[src/rtl/load_store_unit.sv]
// Purpose: RV32I data-memory initiator; byte/half/word loads with sign/zero extension,
//          sub-word stores by read-modify-write of the addressed word.
// Latency: load 3 cycles, SW 2, SB/SH 4, trapped or unsupported request 1 (cycle 0 = accept edge).
// Backpressure: one request in flight; req_ready is high only in IDLE, requester holds until accepted.
//
// Ports:
//   clk, rst                          clock and synchronous active-high reset
//   req_valid/req_ready               request handshake from execute stage
//   req_store, req_funct3, req_addr,  request fields, captured at accept
//   req_wdata
//   resp_valid, resp_rdata,           single-cycle completion pulse with load data / misalign flag
//   resp_misaligned
//   mem_read, mem_write, mem_address, word-wide data memory port; read data arrives the cycle
//   mem_write_data, mem_read_data     after mem_read
//
// Optional feature: define LSU_MISALIGN_TRAP_EN to complete misaligned requests without any
// memory access and with resp_misaligned set. Otherwise low address bits are simply ignored.

module load_store_unit #(
    parameter int ADDR_WIDTH = 32
) (
    input  logic                  clk,
    input  logic                  rst,
    input  logic                  req_valid,
    output logic                  req_ready,
    input  logic                  req_store,
    input  logic [2:0]            req_funct3,
    input  logic [ADDR_WIDTH-1:0] req_addr,
    input  logic [31:0]           req_wdata,
    output logic                  resp_valid,
    output logic [31:0]           resp_rdata,
    output logic                  resp_misaligned,
    output logic                  mem_read,
    output logic                  mem_write,
    output logic [ADDR_WIDTH-1:0] mem_address,
    output logic [31:0]           mem_write_data,
    input  logic [31:0]           mem_read_data
);

    typedef enum logic [2:0] {
        S_IDLE,
        S_RD,
        S_CAP,
        S_WR,
        S_RESP
    } state_t;

    state_t state, state_nxt;

    logic [ADDR_WIDTH-1:0] addr_q;
    logic [2:0]            funct3_q;
    logic                  store_q;
    logic [15:0]           wdata_q;     // only the low half is needed for SB/SH merging
    logic [31:0]           rdata_q;
    logic [31:0]           wr_data_q;
    logic                  misal_q;

    logic                  accept;
    logic                  unsup;
    logic                  trap;
    logic [7:0]            lane_b;
    logic [15:0]           lane_h;
    logic [31:0]           load_fmt;
    logic [31:0]           merged;

    // Request decode: unsupported encodings win over misalignment.
    always_comb begin
        unsup = (req_funct3 == 3'b011) || (req_funct3[2:1] == 2'b11);
`ifdef LSU_MISALIGN_TRAP_EN
        case (req_funct3[1:0])
            2'b01:   trap = req_addr[0] & ~unsup;
            2'b10:   trap = (req_addr[1:0] != 2'b00) & ~unsup;
            default: trap = 1'b0;
        endcase
`else
        // Without trapping, H ignores addr[0] and W ignores addr[1:0]; the lane
        // selection below never looks at those bits, so nothing else is needed.
        trap = 1'b0;
`endif
    end

    // State register
    always_ff @(posedge clk) begin
        if (rst) begin
            state <= S_IDLE;
        end else begin
            state <= state_nxt;
        end
    end

    // Next state and control outputs
    always_comb begin
        state_nxt  = state;
        req_ready  = 1'b0;
        resp_valid = 1'b0;
        mem_read   = 1'b0;
        mem_write  = 1'b0;
        accept     = 1'b0;
        case (state)
            S_IDLE: begin
                req_ready = 1'b1;
                accept    = req_valid;
                if (req_valid) begin
                    if (unsup || trap) begin
                        state_nxt = S_RESP;
                    end else if (req_store && (req_funct3[1:0] == 2'b10)) begin
                        state_nxt = S_WR;
                    end else begin
                        state_nxt = S_RD;
                    end
                end
            end
            S_RD: begin
                mem_read  = ~rst;
                state_nxt = S_CAP;
            end
            S_CAP: begin
                state_nxt = store_q ? S_WR : S_RESP;
            end
            S_WR: begin
                // Gated by reset so a reset landing here never commits a write.
                mem_write = ~rst;
                state_nxt = S_RESP;
            end
            S_RESP: begin
                resp_valid = 1'b1;
                state_nxt  = S_IDLE;
            end
            default: state_nxt = S_IDLE;
        endcase
    end

    // Load formatting and store merge from the word returned in CAP
    always_comb begin
        lane_b = mem_read_data[{addr_q[1:0], 3'b000} +: 8];
        lane_h = addr_q[1] ? mem_read_data[31:16] : mem_read_data[15:0];
        case (funct3_q)
            3'b000:  load_fmt = {{24{lane_b[7]}}, lane_b};
            3'b001:  load_fmt = {{16{lane_h[15]}}, lane_h};
            3'b100:  load_fmt = {24'h0, lane_b};
            3'b101:  load_fmt = {16'h0, lane_h};
            default: load_fmt = mem_read_data;
        endcase
        merged = mem_read_data;
        if (funct3_q[1:0] == 2'b00) begin
            merged[{addr_q[1:0], 3'b000} +: 8] = wdata_q[7:0];
        end else begin
            merged[{addr_q[1], 4'b0000} +: 16] = wdata_q;
        end
    end

    // Captured request and result registers
    always_ff @(posedge clk) begin
        if (rst) begin
            addr_q    <= '0;
            funct3_q  <= 3'b000;
            store_q   <= 1'b0;
            wdata_q   <= 16'h0;
            rdata_q   <= 32'h0;
            wr_data_q <= 32'h0;
            misal_q   <= 1'b0;
        end else begin
            if (accept) begin
                addr_q   <= req_addr;
                funct3_q <= req_funct3;
                store_q  <= req_store;
                wdata_q  <= req_wdata[15:0];
                rdata_q  <= 32'h0;
                misal_q  <= trap;
                // SW writes req_wdata directly; SB/SH overwrite this in CAP.
                if (req_store) begin
                    wr_data_q <= req_wdata;
                end
            end
            if (state == S_CAP) begin
                if (store_q) begin
                    wr_data_q <= merged;
                end else begin
                    rdata_q <= load_fmt;
                end
            end
        end
    end

    assign resp_rdata      = rdata_q;
    assign resp_misaligned = misal_q;
    assign mem_address     = {2'b00, addr_q[ADDR_WIDTH-1:2]};
    assign mem_write_data  = wr_data_q;

endmodule

[config.mk]
export PLATFORM = sky130hd
export DESIGN_NAME = load_store_unit
export DESIGN_NICKNAME = d
export VERILOG_FILES = /design/src/rtl/load_store_unit.sv
export SDC_FILE = /design/constraint.sdc
export NUM_CORES = 1
export LEC_CHECK = 0
export BUFFER_PORTS_ARGS = -buffer_cell sky130_fd_sc_hd__clkbuf_2
export CAP_MARGIN = 15
export CORE_UTILIZATION = 50
export CTS_CLUSTER_SIZE = 10
export DETAILED_ROUTE_END_ITERATION = 10
export PLACE_DENSITY = 0.76
export SYNTH_ARGS = -nofsm -noshare
export SYNTH_HDL_FRONTEND = slang
export SYNTH_SLANG_ARGS = --single-unit
[constraint.sdc]
create_clock -name clk -period 2.9 [get_ports clk]
set_input_delay 0.145 -clock clk [delete_from_list [all_inputs] [get_ports clk]]
set_output_delay 0.145 -clock clk [all_outputs]
set_load 0.005 [all_outputs]
* Word level (Yosys, flattened, before mapping)
Index checks and enable logic that the tools add are counted.
** Storage, ports and cells
- Bits in registers :: 119
- Latch bits :: 0
- Bits in writable memories :: 0
- Bits in read-only memories :: 0
- Output and inout port bits :: 101
- Word-level logic and storage cells :: 53
- Memories kept :: 0
** Operators by class
- Add/subtract/negate cells :: 2
- $mul :: 0
- Divide/modulo/power cells :: 0
- Order comparisons :: 0
- Eq/ne operators :: 11
- Shifts and indexed selects :: 5
- Muxes and demuxes :: 22
- Bitwise operators :: 1
- Reductions and logical operators :: 5
** Operator list (number)
- two-way mux 32 bit :: 8
- case mux 32 bit (4 select lines) :: 1
- bitwise mux 32 bit :: 2
- variable shift 16 x 7 -> 32 bit, first input constant :: 1
- variable shift 8 x 7 -> 32 bit, first input constant :: 1
- indexed part select 16 x 7 -> 32 bit :: 1
- indexed part select 32 x 6 -> 8 bit :: 1
- indexed part select 8 x 7 -> 32 bit :: 1
- two-way mux 16 bit :: 1
- negator 5 -> 7 bit :: 2
- case mux 3 bit (4 select lines) :: 1
- == test 3 x 2 -> 1 bit, second input constant :: 3
- == test 3 bit, second input constant :: 3
- two-way mux 3 bit :: 3
- == test 3 x 1 -> 1 bit, second input constant :: 2
- zero test 3 bit :: 2
- two-way mux 1 bit :: 5
- == test 2 bit, second input constant :: 2
- zero test 2 bit :: 1
- two-way mux 2 bit :: 1
- != test 2 bit, second input constant :: 1
- logical AND 1 bit :: 1
- logical OR 1 bit :: 1
- NOT 1 bit :: 1

* Depth between registers and ports, before layout
Gate-level depths: netlist (run 1).
- Depth after elaboration :: 6
- Depth in mapped cells :: 9

* Worst setup path after synthesis (run 1)
OpenSTA, ideal clock, no wires.
- Path type :: reg2reg
- Start :: reg addr_q[1]
- End :: reg wr_data_q[16] (netlist: mem_write_data[16])
- Library setup time :: 0.086 ns
- Data arrival time :: 2.167 ns
- Required time :: 2.814 ns
- Slack :: 0.647 ns
- Cell stages (with the launch flop) :: 9
- Path buffers :: 2
- Clock period less this slack :: 2.253 ns
- Cells stage by stage :: dfxtp_1 buf_2 inv_1 clkbuf_1 ha_1 nand3b_1 o41ai_2 a221oi_1 a211oi_1
** On the way
- Word-level cells in the longest chain between the ends :: 6
** Ends and longest elaborated chain
- start: declaration :: RTL line 50 : logic [ADDR_WIDTH-1:0] addr_q;
- start signal: assignment :: RTL line 164 : addr_q <= req_addr;
- negator 5 -> 7 bit (on tied branches) :: RTL line 148, 146
- indexed part select 16 x 7 -> 32 bit, or another cell as far along :: RTL line 148 : merged[{addr_q[1], 4'b0000} +: 16] = wdata_q;
- bitwise mux 32 bit (on tied branches) :: RTL line 148, 146
- two-way mux 32 bit * :: RTL line 145 : if (funct3_q[1:0] == 2'b00) begin
- two-way mux 32 bit * :: RTL line 176 : if (store_q) begin
- two-way mux 32 bit * :: RTL line 175 : if (state == S_CAP) begin
- end signal: assignment :: RTL line 172 : wr_data_q <= req_wdata;
- end signal: assignment :: RTL line 177 : wr_data_q <= merged;
- end: declaration :: RTL line 55 : logic [31:0] wr_data_q;
Mark *: on every way between the ends. The rest lies on a longest branch, timed or not.
A chain may end at the register's enable or synchronous reset.

* Worst setup path in the final report (run 1)
- Start :: reg addr_q[1]
- End :: reg wr_data_q[30] (netlist: mem_write_data[30])
Same word-level chain as after synthesis.

==> results by group, run 1 <==
Status
  • Status: finished, final reports clean

Synthesis
  • Mapped Area: roughly 6000 µm²
  • Simple-Gate Fraction of Synth Area: 0.1813
  • Post-synthesis compound-gate area fraction: 0.2491
  • Synth area leader: dfxtp_1
  • Async SR Flop Fraction: 0
  • Post-synth top flop: dfxtp_1
  • Syn Area/Cell: 8.384 µm²
  • Post-synth cell types: approximately 50
  • Warnings, synthesis: 0
  • Number of synthesized flops with an enable pin: 0
  • Yosys reg bits: around 120
  • Largest family of logic cells by synthesized area: compound AO/OA/AOI/OAI gates
  • Post-synthesis mux area share: 0.05858
  • Seq/Total Area, Yosys: 0.4071
  • Xor and xnor area share after synthesis: 0
  • Yosys top cell area share: 0.4071
  • Synthesized instance count: 698
  • Synth top cells by count: nand2_1 (138), dfxtp_1 (119), a21oi_1 (79)
  • Most common cell in the netlist: nand2_1
  • Ranking of synthesized cells by area: dfxtp_1 (41%), nand2_1 (8.9%), a21oi_1 (6.8%), mux2i_1 (5.5%), a211oi_1 (4.9%)
  • Adder-cell share of the synthesized area: 0.01069

STA
  • Slew Limit Fails: 0
  • Setup TNS: 0 ns
  • Worst-case clock skew: 0.01113 ns
  • Minimum period implied by the final worst setup slack: approximately 2.6 ns
  • RSZ-0062 raised after global routing: no
  • Final setup fails: 0
  • Final worst slack: 0.3366 ns
  • Actual slew at the worst max-slew pin: 0.8726 ns
  • Fmax: 390.1 MHz
  • Hold Fails Final Rpt: 0
  • Slew headroom: 0.4119
  • Period utilization: 0.8839

Pwr
  • P_sw: 1274 µW
  • Switching share of power: 0.2766
  • Worst IR Drop VDD: about 0.43 mV
  • Pleak: 0.003257 µW
  • Clock network power share: 0.428
  • Flop pwr share: 0.397
  • Comb power frac: 0.175
  • Pwr/cell area: 596.4 nW/µm²
  • P_int: 3334 µW

Placement
  • Hpwl dp: 13.43 mm
  • RD Place Congestion: approximately 0.94
  • Setup Slack @ Placement: 0.4986 ns
  • Buffers on Ports: 200

Clock tree
  • Clk slew on worst S/H paths: 0.05 ns
  • Clk sink count: between 100 and 150
  • TritonCTS clock tree: built
  • Clk_lat worst skew: 0.41 ns
  • CTS buffer count: 17
  • Htree depth: 4
  • Clock Tree Root: clkbuf_16
  • Clk buf depth: 2

Setup path
  • CP Data Arrival Time: between 2 and 3 ns
  • Worst Setup End Kind: register
  • CP required: 3.20 ns
  • Critical path type: register to register
  • Largest fanout on the critical path: 39
  • Type of origin of the critical path: register

Detailed routing
  • Pre-Repair DR Iteration Count: 5
  • Average routed wire per standard cell: between 15 and 20 µm
  • Routed vias/inst: 5.968
  • Final WL: 19.47 mm
  • Routed Antenna Nets: 0
  • DRC Markers: 0
  • Initial DRC count: 555
  • Vias: 6249

Global routing
  • First-pass GRT wire length: 28.82 mm
  • Initial antenna violation count: 0
  • Largest net degree at the start of global routing: 51
  • Vias in the first global route: about 6k
  • Gr usage total: 0.3163
  • Total grt overflow: 0

Cells and area
  • Area growth from synthesis to layout: 32.05%
  • Share of cells above drive strength 1: 0.2832
  • Nets: 1000
  • Fillers: 927
  • Antenna Cells: 0

Floorplan
  • Die Y: ~110 µm
  • Initial Utilization: 0.5125
  • Core area: around 11000 µm²
  • Std cell rows: 39
  • I/O Pins: 204
  • Die Wd: 110.2 µm
  • DIE AREA: 12140 µm²

Job
  • MaxCap Viol Count: 0

Worst hold path
  • Worst Hold Class: input port to register
[flip-flops by register name (all words and copies together), names as in the netlist]
register / count
addr_q: 32
funct3_q: 3
mem_write_data: 32
resp_rdata: 32
state: 3
store_q: 1
wdata_q: 16
[path summary, 6_finish.rpt]
kind	from	to	slack (ns)	depth (start not counted)
max	addr_q[1]	mem_write_data[30]	0.34	6
min	req_funct3[0]	funct3_q[0]	0.02	3
max reg2reg	addr_q[1]	mem_write_data[30]	0.34	6
min reg2reg	addr_q[4]	addr_q[4]	0.46	2
[final cells by class]
cell class,instances,area [µm²],share of cell area
multi-input cells,479,2947,0.3813
flip-flops and latches,119,2382,0.3083
inverters,8,30.03,0.003886
clock buffers,23,488.0,0.06315
repair buffers,267,1629,0.2108
clock inverters,8,72.57,0.009391
well taps,143,178.9,0.02315
[metal layers]
layer,part of all wire,wire (µm),up-vias,global-route usage
met5,0,0,-,0
met4,0.028,550,0,0.1363
met3,0.092,1793,58,0.08113
met2,0.48,9399,362,0.5335
met1,0.40,7722,2924,0.3807
li1,-,-,2905,-
[cell families (layout without fill, tap and decap cells)]
logic type	Yosys count	after routing
and+or+nand+nor	228	228
buffers and inverters	102	306
other	1	3
AOI/OAI and AO/OA	209	209
muxes	34	34
DFF	119	119
adders and majority gates	5	5
[power by group through the flow]
stage / clock [µW] / sequential, µW / combinational, µW
floorplan: 0 / 1830 / 496
global placement: 0 / 1850 / 717
detailed placement: 0 / 1860 / 735
CTS: 1990 / 1820 / 793
global route: 2080 / 1840 / 882
finish: 1970 / 1830 / 808
[stage by stage]
stage | util | cells | cell area (µm²) | hold slack (ns) | total power (µW)
6_report | 0.6767 | 1047 | 7727 | 0.01510 | 4608
2_1_floorplan | - | 700 | 5859 | 0.2810 | 2323
5_1_grt | 0.6767 | 1047 | 7727 | 0.01613 | 4796
3_5_place_dp | 0.5838 | 966 | 6666 | 0.3753 | 2592
4_1_cts | 0.6767 | 1047 | 7727 | 0.006350 | 4608
3_3_place_gp | 0.5838 | 966 | 6666 | 0.3685 | 2570
[timing repair]
item | 4_1_cts | 5_1_grt
gates resized for setup | 0 | 0
buffers inserted | 0 | 0
hold buffers | 50 | 0
endpoints found under the hold margin | 50 | 0
[cell usage in the layout, fill, tap and decap left out, types with 16 or more instances in the layout]
| cell type | count |
|---|---|
| clkbuf_16 | 17 |
| nand2_1 | 137 |
| a221oi_1 | 31 |
| clkbuf_2 | 199 |
| buf_4 | 17 |
| dlygate4sd3_1 | 50 |
| o32ai_1 | 16 |
| a21oi_1 | 79 |
| mux2i_1 | 32 |
| dfxtp_1 | 119 |
| a211oi_1 | 38 |
| nor2_1 | 18 |
[critical path, stage by stage, from the launching register on]
cell and delay (ns):
dfxtp_1 0.32, buf_4 0.38, ha_1 0.23, clkinv_1 0.24, nor4b_2 0.75, a221oi_1 0.21, o32ai_1 0.31
Note: power is estimated with default switching activity, not from simulation.
==> inputs of run 2 (changes only) <==
Settings changed: ABC_AREA from default to 1, CORE_UTILIZATION 50 to 53, PLACE_DENSITY 0.76 to 0.78.
==> results by group, run 2 <==
Synthesis
  • Synth top cells by count: nand2_1 (405), a21oi_1 (182), dfxtp_1 (119)
  • Warnings, synthesis: 0
  • Post-synth cell types: 28
  • Async SR Flop Fraction: 0
  • Post-synth top flop: dfxtp_1
  • Largest family of logic cells by synthesized area: simple AND/OR/NAND/NOR gates
  • Yosys top cell area share: 0.3425
  • Adder-cell share of the synthesized area: 0.008994
  • Post-synthesis mux area share: 0
  • Simple-Gate Fraction of Synth Area: 0.2966
  • Mapped Area: 6955 µm²
  • Seq/Total Area, Yosys: 0.3425
  • Xor and xnor area share after synthesis: 0
  • Synth area leader: dfxtp_1
  • Number of synthesized flops with an enable pin: 0
  • Most common cell in the netlist: nand2_1
  • Synthesized instance count: 1133
  • Ranking of synthesized cells by area: dfxtp_1 (34%), nand2_1 (22%), a21oi_1 (13%), o21ai_0 (6.0%), inv_1 (4.4%)
  • Post-synthesis compound-gate area fraction: 0.2126
  • Yosys reg bits: between 100 and 150
  • Syn Area/Cell: 6.139 µm²

Clock tree
  • Clk buf depth: 2
  • TritonCTS clock tree: built
  • Clock Tree Root: clkbuf_16
  • Clk sink count: 119
  • Clk slew on worst S/H paths: 0.06 ns
  • CTS buffer count: 17
  • Htree depth: 4
  • Clk_lat worst skew: between 0.4 and 0.5 ns

Setup path
  • Max stage delay on crit path: 0.57 ns
  • Largest fanout on the critical path: 13
  • Highest-delay cell along the critical path: ha_1
  • Worst Setup End Kind: register
  • CP required: ~3.2 ns
  • Cells along the critical path: inv_1 -> ha_1 -> inv_1 -> nor3_2 -> nand2_1 -> nand2_1 -> nand2_1 -> a21oi_1
  • CP Data Arrival Time: 2.73 ns
  • Critical path type: register to register
  • Type of origin of the critical path: register
  • Most frequent cell on the critical path: nand2_1

Cells and area
  • Nets: 1405
  • Final core utilization: 0.6811
  • Most common cell after layout, fill and taps aside: nand2_1
  • Share of cells above drive strength 1: 0.2023
  • Area growth from synthesis to layout: 24.57%
  • Fillers: approximately 1.2k
  • Antenna Cells: 0
  • Most frequent cells in the layout: nand2_1 (405), clkbuf_2 (200), a21oi_1 (182)

Placement
  • Buffers on Ports: 200
  • Setup Slack @ Placement: 0.5520 ns
  • Hpwl dp: 16.28 mm
  • RD Place Congestion: 0.9374

Floorplan
  • Die Wd: 116.6 µm
  • Initial Utilization: 0.5467
  • I/O Pins: 204
  • Core area: around 13000 µm²
  • Die Y: 116.6 µm
  • Std cell rows: 41
  • DIE AREA: around 14000 µm²

STA
  • Period utilization: 0.8247
  • RSZ-0062 raised after global routing: no
  • Fmax: 418.1 MHz
  • Final setup fails: 0
  • Actual slew at the worst max-slew pin: slightly below 0.9 ns
  • Minimum period implied by the final worst setup slack: 2.392 ns
  • WHS: 0.01974 ns
  • Slew headroom: 0.4159
  • Worst-case clock skew: 0.009321 ns
  • Hold Fails Final Rpt: 0
  • Final worst slack: 0.5085 ns
  • Setup TNS: 0 ns
  • Slew Limit Fails: 0

Global routing
  • Total grt overflow: 0
  • Gr usage total: 0.3460
  • Largest net degree at the start of global routing: a little over 80
  • First-pass GRT wire length: 35.88 mm
  • Vias in the first global route: 7166
  • Initial antenna violation count: 0

Job
  • MaxCap Viol Count: 0

Detailed routing
  • Final WL: ~23 mm
  • Pre-Repair DR Iteration Count: 6
  • Routed vias/inst: 5.342
  • Average routed wire per standard cell: 15.82 µm
  • Vias: 7917
  • Initial DRC count: 818
  • Routed Antenna Nets: 0
  • DRC Markers: 0

Pwr
  • Flop pwr share: 0.344
  • P_sw: 1752 µW
  • Comb power frac: 0.233
  • Switching share of power: 0.3234
  • Pwr/cell area: between 600 and 700 nW/µm²
  • P_int: 3666 µW
  • Pleak: between 0.004 and 0.005 µW
  • Worst IR Drop VDD: slightly above 0.4 mV
  • Clock network power share: 0.423

Worst hold path
  • Worst Hold Class: input port to register

Status
  • Status: finished, final reports clean
-- run 2: metrics by stage --
| step | std cells | cell area, µm² | total power [µW] |
|---|---|---|---|
| after floorplan | 1135 | 6963 | 2742 |
| after global placement | 1415 | 7677 | 3084 |
| after detailed placement | 1415 | 7677 | 3091 |
| after CTS | 1482 | 8665 | 5398 |
| after global routing | 1482 | 8665 | 5669 |
| final | 1482 | 8665 | 5418 |
-- run 2: kinds of logic after synthesis --
logic type / Yosys count
other: 1
DFF: 119
AOI/OAI and AO/OA: 292
and+or+nand+nor: 517
adders and majority gates: 5
buffers and inverters: 199
-- run 2: layout make-up --
class                      instances  area, µm²  area share
inverter                          93      349.1     0.04029
sequential                       119       2384      0.2751
timing repair buffer             249       1456      0.1681
multi-input combinational        817       3623      0.4182
clock buffer                      19      442.9     0.05112
clock inverter                    13      193.9     0.02238
tap                              172      215.2     0.02484
-- run 2: power groups by stage --
stage | combinational, µW | sequential [µW] | clock (µW)
4_1_cts | 1240 | 1860 | 2300
3_5_place_dp | 1200 | 1900 | 0
6_report | 1260 | 1870 | 2290
5_1_grt | 1410 | 1880 | 2380
2_1_floorplan | 875 | 1870 | 0
3_3_place_gp | 1190 | 1890 | 0
-- run 2: metal layers --
layer,global-route usage,vias to the layer above,share of wire
met3,0.05605,59,0.087
met2,0.5523,418,0.46
met5,0,-,0
met1,0.4493,3525,0.41
met4,0.1831,0,0.040
li1,-,3915,-
-- run 2: repair_timing --
action / 4_1_cts / 5_1_grt
hold buffers: 35 / 0
gates resized for setup: 0 / 0
endpoints found under the hold margin: 35 / 0
buffers inserted: 0 / 0
-- run 2: path summary, 6_finish.rpt --
path,to,slack [ns],start,depth (start not counted)
worst min register to register,addr_q[2],0.46,addr_q[2],2
worst min-delay path,wdata_q[6],0.02,req_wdata[6],3
worst max-delay path,mem_write_data[11],0.51,addr_q[0],8
worst max register to register,mem_write_data[11],0.51,addr_q[0],8
-- run 2: worst max-delay path, delay by kind of cell (launching register included) --
family | cells | cell delay [ns]
buffers and inverters | 2 | 0.39
and+or+nand+nor | 4 | 0.70
adders and majority gates | 1 | 0.57
AOI/OAI and AO/OA | 1 | 0.15
DFF | 1 | 0.49
